`config.mk`:
```
export PLATFORM = sky130hd
export DESIGN_NAME = mult_seq_flat
export DESIGN_NICKNAME = d
export VERILOG_FILES = /design/src/rtl/mult_seq_if.sv /design/src/rtl/mult_seq.sv /design/src/flat_wrapper.sv
export SDC_FILE = /design/constraint.sdc
export NUM_CORES = 1
export LEC_CHECK = 0
export ABC_AREA = 1
export CORE_MARGIN = 5
export CORE_UTILIZATION = 56
export CTS_BUF_LIST = sky130_fd_sc_hd__clkbuf_8
export DETAILED_ROUTE_END_ITERATION = 16
export GPL_TIMING_DRIVEN = 1
export PLACE_DENSITY = 0.77
export SLEW_MARGIN = 15
export SYNTH_ARGS = -nofsm -noshare
export SYNTH_HDL_FRONTEND = slang
export SYNTH_SLANG_ARGS = --single-unit
```
`constraint.sdc`:
```
create_clock -name clk -period 4 [get_ports clk]
set_clock_uncertainty 0.05 [all_clocks]
set_input_delay 0.4 -clock clk [delete_from_list [all_inputs] [get_ports clk]]
set_output_delay 0.4 -clock clk [all_outputs]
set_load 0.005 [all_outputs]
```
`src/rtl/mult_seq_if.sv`:
```
// Operand/result bus for mult_seq. The accumulate strobe exists only when
// MULT_SEQ_ACC_EN is defined.
interface mult_seq_if #(
   parameter int WIDTH = 16
);
   logic [WIDTH-1:0]   a;
   logic [WIDTH-1:0]   b;
   logic               signed_mode;
   logic               start;
   logic               busy;
   logic [2*WIDTH-1:0] result;
   logic               done;
`ifdef MULT_SEQ_ACC_EN
   logic               accumulate;
`endif

   modport master (
`ifdef MULT_SEQ_ACC_EN
      output accumulate,
`endif
      output a, b, signed_mode, start,
      input  busy, result, done
   );

   modport slave (
`ifdef MULT_SEQ_ACC_EN
      input  accumulate,
`endif
      input  a, b, signed_mode, start,
      output busy, result, done
   );
endinterface

```
`src/rtl/mult_seq.sv`:
```
// Iterative shift-add multiplier, BITS_PER_CYCLE multiplier bits per clock.
// Optional multiply-accumulate into result when MULT_SEQ_ACC_EN is defined.
module mult_seq #(
   parameter int WIDTH          = 16,
   parameter int BITS_PER_CYCLE = 1
) (
   input  logic       clk,
   input  logic       reset,
   mult_seq_if.slave  bus
);
   localparam int N     = WIDTH / BITS_PER_CYCLE;
   localparam int CNT_W = $clog2(N + 1);
   localparam int RW    = 2 * WIDTH;

   if (!(BITS_PER_CYCLE == 1 || BITS_PER_CYCLE == 2 || BITS_PER_CYCLE == 4) ||
       (WIDTH % BITS_PER_CYCLE) != 0 || WIDTH < 4 || WIDTH > 32) begin : g_bad_param
      $error("mult_seq: illegal WIDTH/BITS_PER_CYCLE combination");
   end

   typedef enum logic [1:0] {IDLE, RUN, FIX} state_e;

   state_e             state_q, state_d;
   logic [RW-1:0]      mcand_q, mcand_d;
   logic [WIDTH-1:0]   mplier_q, mplier_d;
   logic [RW-1:0]      acc_q, acc_d;
   logic [RW-1:0]      result_q, result_d;
   logic [CNT_W-1:0]   cnt_q, cnt_d;
   logic               sign_q, sign_d;
   logic               done_q, done_d;
   logic               acc_en_q, acc_en_d;

   logic [WIDTH-1:0]   a_mag, b_mag;
   logic [RW-1:0]      pp, prod;
   logic               acc_req;

`ifdef MULT_SEQ_ACC_EN
   assign acc_req = bus.accumulate;
`else
   assign acc_req = 1'b0;
`endif

   always_ff @(posedge clk) begin
      if (reset) begin
         state_q  <= IDLE;
         mcand_q  <= '0;
         mplier_q <= '0;
         acc_q    <= '0;
         result_q <= '0;
         cnt_q    <= '0;
         sign_q   <= 1'b0;
         done_q   <= 1'b0;
         acc_en_q <= 1'b0;
      end else begin
         state_q  <= state_d;
         mcand_q  <= mcand_d;
         mplier_q <= mplier_d;
         acc_q    <= acc_d;
         result_q <= result_d;
         cnt_q    <= cnt_d;
         sign_q   <= sign_d;
         done_q   <= done_d;
         acc_en_q <= acc_en_d;
      end
   end

   always_comb begin
      state_d = state_q;
      case (state_q)
         IDLE:    if (bus.start) state_d = RUN;
         RUN:     if (cnt_q == CNT_W'(1)) state_d = FIX;
         FIX:     state_d = IDLE;
         default: state_d = IDLE;
      endcase
   end

   // Multiplicand is pre-shifted each iteration, so the partial product only
   // ever looks at the low BITS_PER_CYCLE multiplier bits.
   always_comb begin
      pp = '0;
      for (int i = 0; i < BITS_PER_CYCLE; i++)
         if (mplier_q[i]) pp = pp + (mcand_q << i);
   end

   always_comb begin
      a_mag = (bus.signed_mode && bus.a[WIDTH-1]) ? -bus.a : bus.a;
      b_mag = (bus.signed_mode && bus.b[WIDTH-1]) ? -bus.b : bus.b;
      prod  = sign_q ? -acc_q : acc_q;
   end

   always_comb begin
      mcand_d  = mcand_q;
      mplier_d = mplier_q;
      acc_d    = acc_q;
      result_d = result_q;
      cnt_d    = cnt_q;
      sign_d   = sign_q;
      acc_en_d = acc_en_q;
      done_d   = 1'b0;
      case (state_q)
         IDLE: if (bus.start) begin
            mcand_d  = {{WIDTH{1'b0}}, a_mag};
            mplier_d = b_mag;
            acc_d    = '0;
            cnt_d    = CNT_W'(N);
            sign_d   = bus.signed_mode & (bus.a[WIDTH-1] ^ bus.b[WIDTH-1]);
            acc_en_d = acc_req;
         end
         RUN: begin
            acc_d    = acc_q + pp;
            mcand_d  = mcand_q << BITS_PER_CYCLE;
            mplier_d = mplier_q >> BITS_PER_CYCLE;
            cnt_d    = cnt_q - CNT_W'(1);
         end
         FIX: begin
            result_d = acc_en_q ? result_q + prod : prod;
            done_d   = 1'b1;
         end
         default: ;
      endcase
   end

   always_comb begin
      bus.busy   = (state_q != IDLE);
      bus.done   = done_q;
      bus.result = result_q;
   end
endmodule

```
`src/flat_wrapper.sv`:
```
// flat-port wrapper written by rule: the top's interface ports become plain ports
module mult_seq_flat 
#(
   parameter int WIDTH          = 16,
   parameter int BITS_PER_CYCLE = 1
)
  (clk, reset, bus_a, bus_b, bus_signed_mode, bus_start, bus_busy, bus_result, bus_done);
  mult_seq_if #(.WIDTH(WIDTH)) bus_i ();
  input  logic clk;
  input  logic reset;
  input wire logic [$bits(bus_i.a)-1:0] bus_a;
  input wire logic [$bits(bus_i.b)-1:0] bus_b;
  input wire logic [$bits(bus_i.signed_mode)-1:0] bus_signed_mode;
  input wire logic [$bits(bus_i.start)-1:0] bus_start;
  output wire logic [$bits(bus_i.busy)-1:0] bus_busy;
  output wire logic [$bits(bus_i.result)-1:0] bus_result;
  output wire logic [$bits(bus_i.done)-1:0] bus_done;
  assign bus_i.a = bus_a;
  assign bus_i.b = bus_b;
  assign bus_i.signed_mode = bus_signed_mode;
  assign bus_i.start = bus_start;
  assign bus_busy = bus_i.busy;
  assign bus_result = bus_i.result;
  assign bus_done = bus_i.done;
  mult_seq #(.WIDTH(WIDTH), .BITS_PER_CYCLE(BITS_PER_CYCLE)) u_core (.clk(clk), .reset(reset), .bus(bus_i));
endmodule
```
* Yosys cells after proc, flatten, opt, wreduce, memory -nomap -nowiden
Cells that the tools add are included.
** Storage, ports and cells
- Bits in registers :: 121
- Bits of input ports :: 36
- Output and inout port bits :: 34
- Logic and storage cells :: 44
** Operators by class
- $add $sub $neg :: 5
- Eq/ne operators :: 5
- Muxes and demuxes :: 16
- Bitwise logic cells :: 2
- Reduce and logical (&&, ||, !) cells :: 8
** Operators by type and width (number)
- 32-bit 2-to-1 mux :: 4
- 32-bit case mux with 2 select lines :: 2
- 16-bit 2-to-1 mux :: 3
- 32-bit adder :: 1
- 16-bit negation :: 2
- 32-bit negation :: 1
- 16-bit case mux with 2 select lines :: 1
- 5-bit case mux with 2 select lines :: 1
- 2-bit AND reduction :: 3
- 5-bit by 1-bit equality test with 1-bit output, second input constant :: 1
- 5-bit 2-to-1 mux :: 1
- 5-bit by 1-bit subtractor with 5-bit output, second input constant :: 1
- 2-bit 2-to-1 mux :: 2
- 2-bit case mux with 2 select lines :: 1
- 2-bit nonzero test :: 2
- 2-bit by 1-bit equality test with 1-bit output, second input constant :: 1
- 2-bit equality test, second input constant :: 1
- 1-bit logical AND :: 2
- 2-bit zero test :: 1
- 2-bit by 1-bit != test with 1-bit output, second input constant :: 1
- 2-bit != test, second input constant :: 1
- 1-bit AND :: 1
- 1-bit 2-to-1 mux :: 1
- 1-bit XOR :: 1

* Logic depth before layout (Yosys ltp)
- Depth in word-level cells :: 4
- Depth in mapped cells :: 18
- Depth with buffers taken out :: 16

* Worst setup path after synthesis
Ideal clock, no wire load.
- Path type :: flip-flop to flip-flop
- Start point :: register u_core.mplier_q[0]
- End point :: register u_core.acc_q[28]
- Library setup time :: 132 ps
- Arrival :: 2176 ps
- Data required time :: 3818 ps
- Path slack :: 1642 ps
- Stages on the path, launching flop included :: 18
- Buffers on the path :: 2
- Clock period less this slack :: 2358 ps
- Path through :: dfxtp_1 > clkbuf_1 > clkbuf_1 > nand2_1 > inv_1 > ha_1 > inv_1 > fa_1 > inv_1 > nand3_1 > nand3_1 > nand3_1 > nand3_1 > nand2_1 > nand2_1 > nand2_1 > nand3_1 > a21oi_1
** On the way
- Cells in the longest elaborated chain, start to end :: 3
** Ends and longest elaborated chain
- start: declaration :: line mult_seq.sv:24 : logic [WIDTH-1:0] mplier_q, mplier_d;
- start signal: assignment :: line mult_seq.sv:56 : mplier_q <= mplier_d;
- 32-bit 2-to-1 mux :: line mult_seq.sv:81 : if (mplier_q[i]) pp = pp + (mcand_q << i);
- 32-bit adder :: line mult_seq.sv:109 : acc_d = acc_q + pp;
- 32-bit case mux with 2 select lines :: line mult_seq.sv:99 : case (state_q)
- end signal: assignment :: line mult_seq.sv:47 : acc_q <= '0;
- end signal: assignment :: line mult_seq.sv:57 : acc_q <= acc_d;
- end: declaration :: line mult_seq.sv:25 : logic [RW-1:0] acc_q, acc_d;
Every way passes these cells.
A chain may end at the register's enable or synchronous reset.

* Worst setup path after layout
- Start point :: register u_core.mplier_q[0]
- End point :: register u_core.acc_q[25]
The elaborated chain is that of the path after synthesis.

==> impl_metrics.py <==
metrics = {
    "outcome": {
        "outcome": "completed",
    },
    "min_path": {
        "whs_endpoint": "u_core.mplier_q[15]$_SDFFE_PP0P_",
        "whs_path_depth": 2,
        "min_from": "u_core.mplier_q[15]$_SDFFE_PP0P_",
        "min_path_type": "reg -> reg",
    },
    "synth": {
        "yosysTopAreaCellShare": 0.2810,
        "syn_area_per_cell_um2": 6.050,
        "synth_area_leaders": "dfxtp_1 (28%), nand2_1 (19%), inv_1 (9.7%), a21oi_1 (6.6%), nand3_1 (5.9%)",
        "synthXorXnorAreaFrac": 0.01727,
        "ys_types": 45,
        "synth_fp_nets": 1498,
        "synthSimpleGateAreaFrac": 0.3541,
        "syn_inst": 1425,
        "syn_area_um2": 8621,
        "synth_top_family_by_area": "simple AND/OR/NAND/NOR gates",
        "ys_seq_area_frac": 0.2810,
        "synth_fa_ha_area_frac": 0.05457,
        "yosysTopAreaCell": "dfxtp_1",
        "muxShareOfSynthArea": 0,
        "synth-compound-area-share": 0.1682,
        "yosysWarnings": 0,
        "ys_seq_elements": 121,
    },
    "floorplan": {
        "num_io_pins": 70,
        "die_w_um": 134.1,
        "die_y_um": 134.1,
        "start_util": 0.5692,
        "die-area_um2": 17980,
        "coreArea_um2": 15150,
        "rows": 45,
    },
    "clock_network": {
        "cts_tree": "yes",
        "post_cts_resized": 0,
        "clk_path_buf_depth": 2,
        "insertion_delay_ns": 0.46,
        "htreeDepth": 4,
        "numCtsBuffers": 17,
        "clkTransAtPathRegs_ns": 0.08,
        "clock-sinks": 121,
        "post-cts-setup-buffer-count": 0,
        "cts_hold_buf": 0,
        "root_buffer": "clkbuf_8",
    },
    "worst_setup_path": {
        "reg2reg_from": "u_core.mplier_q[0]$_SDFFE_PP0P_",
        "crit_type": "reg -> reg",
        "crit_path_end_kind": "flip-flop",
        "crit_path_frequent_cell": "nand2_1",
        "worst_r2r_endpoint": "u_core.acc_q[25]$_SDFFE_PP0P_",
        "cp_max_fo": 18,
        "cp_slowest_cell": "dfxtp_1",
        "path_cells": "buf_4 -> nand2_1 -> inv_1 -> ha_1 -> nand2_1 -> inv_1 -> nand2_1 -> nand2_1 -> inv_1 -> nand3_1 -> nand2_1 -> nand3_1 -> nand2_1 -> nand3_1 -> a21oi_1",
        "worstSetupStartpointType": "flip-flop",
        "r2r_cells": 15,
        "crit_path_max_incr_delay_ns": 0.61,
        "r2r_slack_ns": 1.37,
        "crit_required_ns": 4.32,
        "arrival_ns": 2.95,
    },
    "detailed_routing": {
        "wire_per_inst_um": 14.12,
        "finalWirelength_um": 23610,
        "drtPass1Iterations": 6,
        "antenna_left": 0,
        "drcViolationCount": 0,
        "drt-initial-drc-count": 664,
        "vias_per_cell": 5.432,
        "via_count": 9083,
    },
    "job": {
        "drv_cap": 0,
    },
    "sta": {
        "min_period_over_period": 0.6565,
        "worstMarginPinSlew_ns": 0.9688,
        "slew_viol_final": 0,
        "worst_hold_slack_ns": 0.4218,
        "tns_ns": 0,
        "timing.final.hold_violations": 0,
        "period_needed_ns": 2.626,
        "clock.fmax_ghz": 0.3808,
        "relSlewSlack": 0.3541,
        "rsz0062_at_grt": "no",
        "setup_viol": 0,
    },
    "layout": {
        "drive_gt1_frac": 0.05391,
        "num_antenna_cells": 0,
        "syn_to_final_growth_pct": 13.95,
        "layout.cells.non_filler": 1672,
        "nNetsFinal": 1544,
        "final_util": 0.6486,
    },
    "power_and_ir_drop": {
        "leakage_nw": 5.005,
        "vdd_ir_drop_max_uv": 247.2,
        "p_per_area_nw_per_um2": 295.4,
    },
    "grt": {
        "grt_pass1_vias": 8241,
        "grt-ovfl-total": 0,
        "grt_pass1_wl_um": 38720,
        "grt_use_total": 0.2637,
        "grt_max_degree": 95,
        "antenna_found_initial": 0,
    },
    "placement": {
        "port_buffers": 69,
        "dp.cells": 1640,
        "hpwlAfterDp_um": 18260,
        "routabilityCongestion": 1.005,
    },
}
[cells in the final DEF (no fill, tap or decap), types with 11 or more instances in the layout]
cell | synthesis | final
nor3_1 | 11 | 11
xor2_1 | 16 | 16
a31oi_1 | 15 | 15
inv_1 | 222 | 222
a21oi_1 | 113 | 113
o21ai_0 | 58 | 58
a22oi_1 | 33 | 33
clkdlybuf4s50_1 | 0 | 68
nor2_1 | 127 | 127
dfxtp_1 | 121 | 121
nand3_1 | 101 | 101
clkbuf_8 | 0 | 17
nand2_1 | 429 | 429
ha_1 | 36 | 36
nand4_1 | 14 | 14
[worst max path at each step]
stage | start | endpoint | slack, ns | depth (start not counted)
floorplan | u_core.mplier_q[0]$_SDFFE_PP0P_ | u_core.acc_q[28]$_SDFFE_PP0P_ | 1.64 | 17
global placement | bus_start | u_core.mcand_q[9]$_SDFFE_PP0P_ | 1.31 | 7
detailed placement | bus_start | u_core.mplier_q[5]$_SDFFE_PP0P_ | 1.25 | 7
CTS | u_core.mplier_q[0]$_SDFFE_PP0P_ | u_core.acc_q[25]$_SDFFE_PP0P_ | 1.41 | 15
global route | u_core.mplier_q[0]$_SDFFE_PP0P_ | u_core.acc_q[24]$_SDFFE_PP0P_ | 1.10 | 15
finish | u_core.mplier_q[0]$_SDFFE_PP0P_ | u_core.acc_q[25]$_SDFFE_PP0P_ | 1.37 | 15
[synth_stat cells, drive strengths merged]
cell type,n
xor2,16
nand4,15
a31oi,15
nor3b,1
dfxtp,121
or4,1
buf,26
clkbuf,22
a31o,2
o211ai,6
nand3,106
or2,7
o21bai,3
inv,229
nand2,437
a21o,2
a21oi,114
fa,1
nor2,136
xnor2,1
o221ai,4
nand3b,7
o32ai,2
o21ai,67
nor3,11
ha,36
a22oi,33
a221oi,1
o31ai,3
[power by group]
| group | internal (W) | total (W) | switching [W] |
|---|---|---|---|
| clock | 0.000692 | 0.00124 | 0.000553 |
| combinational | 0.000135 | 0.000375 | 0.000240 |
| sequential | 0.00125 | 0.00128 | 0.0000336 |
| total | 0.00207 | 0.00290 | 0.000826 |
[per-layer routing]
metal  track usage  share of wire  routed length (um)  vias to the layer above
met4        0.1256          0.045                1067                        0
met5             0              0                   0                        -
li1              -              -                   -                     4662
met2        0.4540           0.47               11130                      310
met3       0.05551          0.061                1449                       61
met1        0.3140           0.42                9965                     4050
[area by class of cell]
cell class	count	area (um^2)
Tap cell	188	235.2
Clock buffer	17	234.0
Inverter	229	859.6
Fill cell	1444	5323
Clock inverter	15	214.0
Multi-Input combinational cell	1027	5127
Sequential cell	121	2422
Timing Repair Buffer	75	730.7
[kinds of logic (layout without fill, tap and decap cells)]
| logic type | after synthesis | after routing |
|---|---|---|
| and+or+nand+nor | 721 | 721 |
| buffers and inverters | 277 | 336 |
| adders and majority gates | 37 | 37 |
| xor gates and xnor gates | 17 | 17 |
| DFF | 121 | 121 |
| AOI/OAI and AO/OA | 252 | 252 |
[metrics by stage]
stage	cell area [um^2]	worst slack [ns]	total power, W
3_3_place_gp	9375	1.312	0.001674
6_report	9823	1.374	0.002901
4_1_cts	9823	1.407	0.002918
3_5_place_dp	9375	1.248	0.001680
5_1_grt	9823	1.104	0.003015
2_1_floorplan	8621	1.642	0.001564
[worst max-delay path: cells and delay by family (launching register included)]
family	cells	cell delay, ns
and+or+nand+nor	9	0.98
DFF	1	0.61
buffers and inverters	4	0.48
adders and majority gates	1	0.26
AOI/OAI and AO/OA	1	0.17
[flip-flops by register name, indices dropped and copies added, names as in the netlist]
signal,flops
u_core.bus.done,1
u_core.sign_q,1
u_core.mcand_q,32
u_core.state_q,2
u_core.cnt_q,5
u_core.bus.result,32
u_core.acc_q,32
u_core.mplier_q,16
Note: power is estimated with default switching activity, not from simulation.
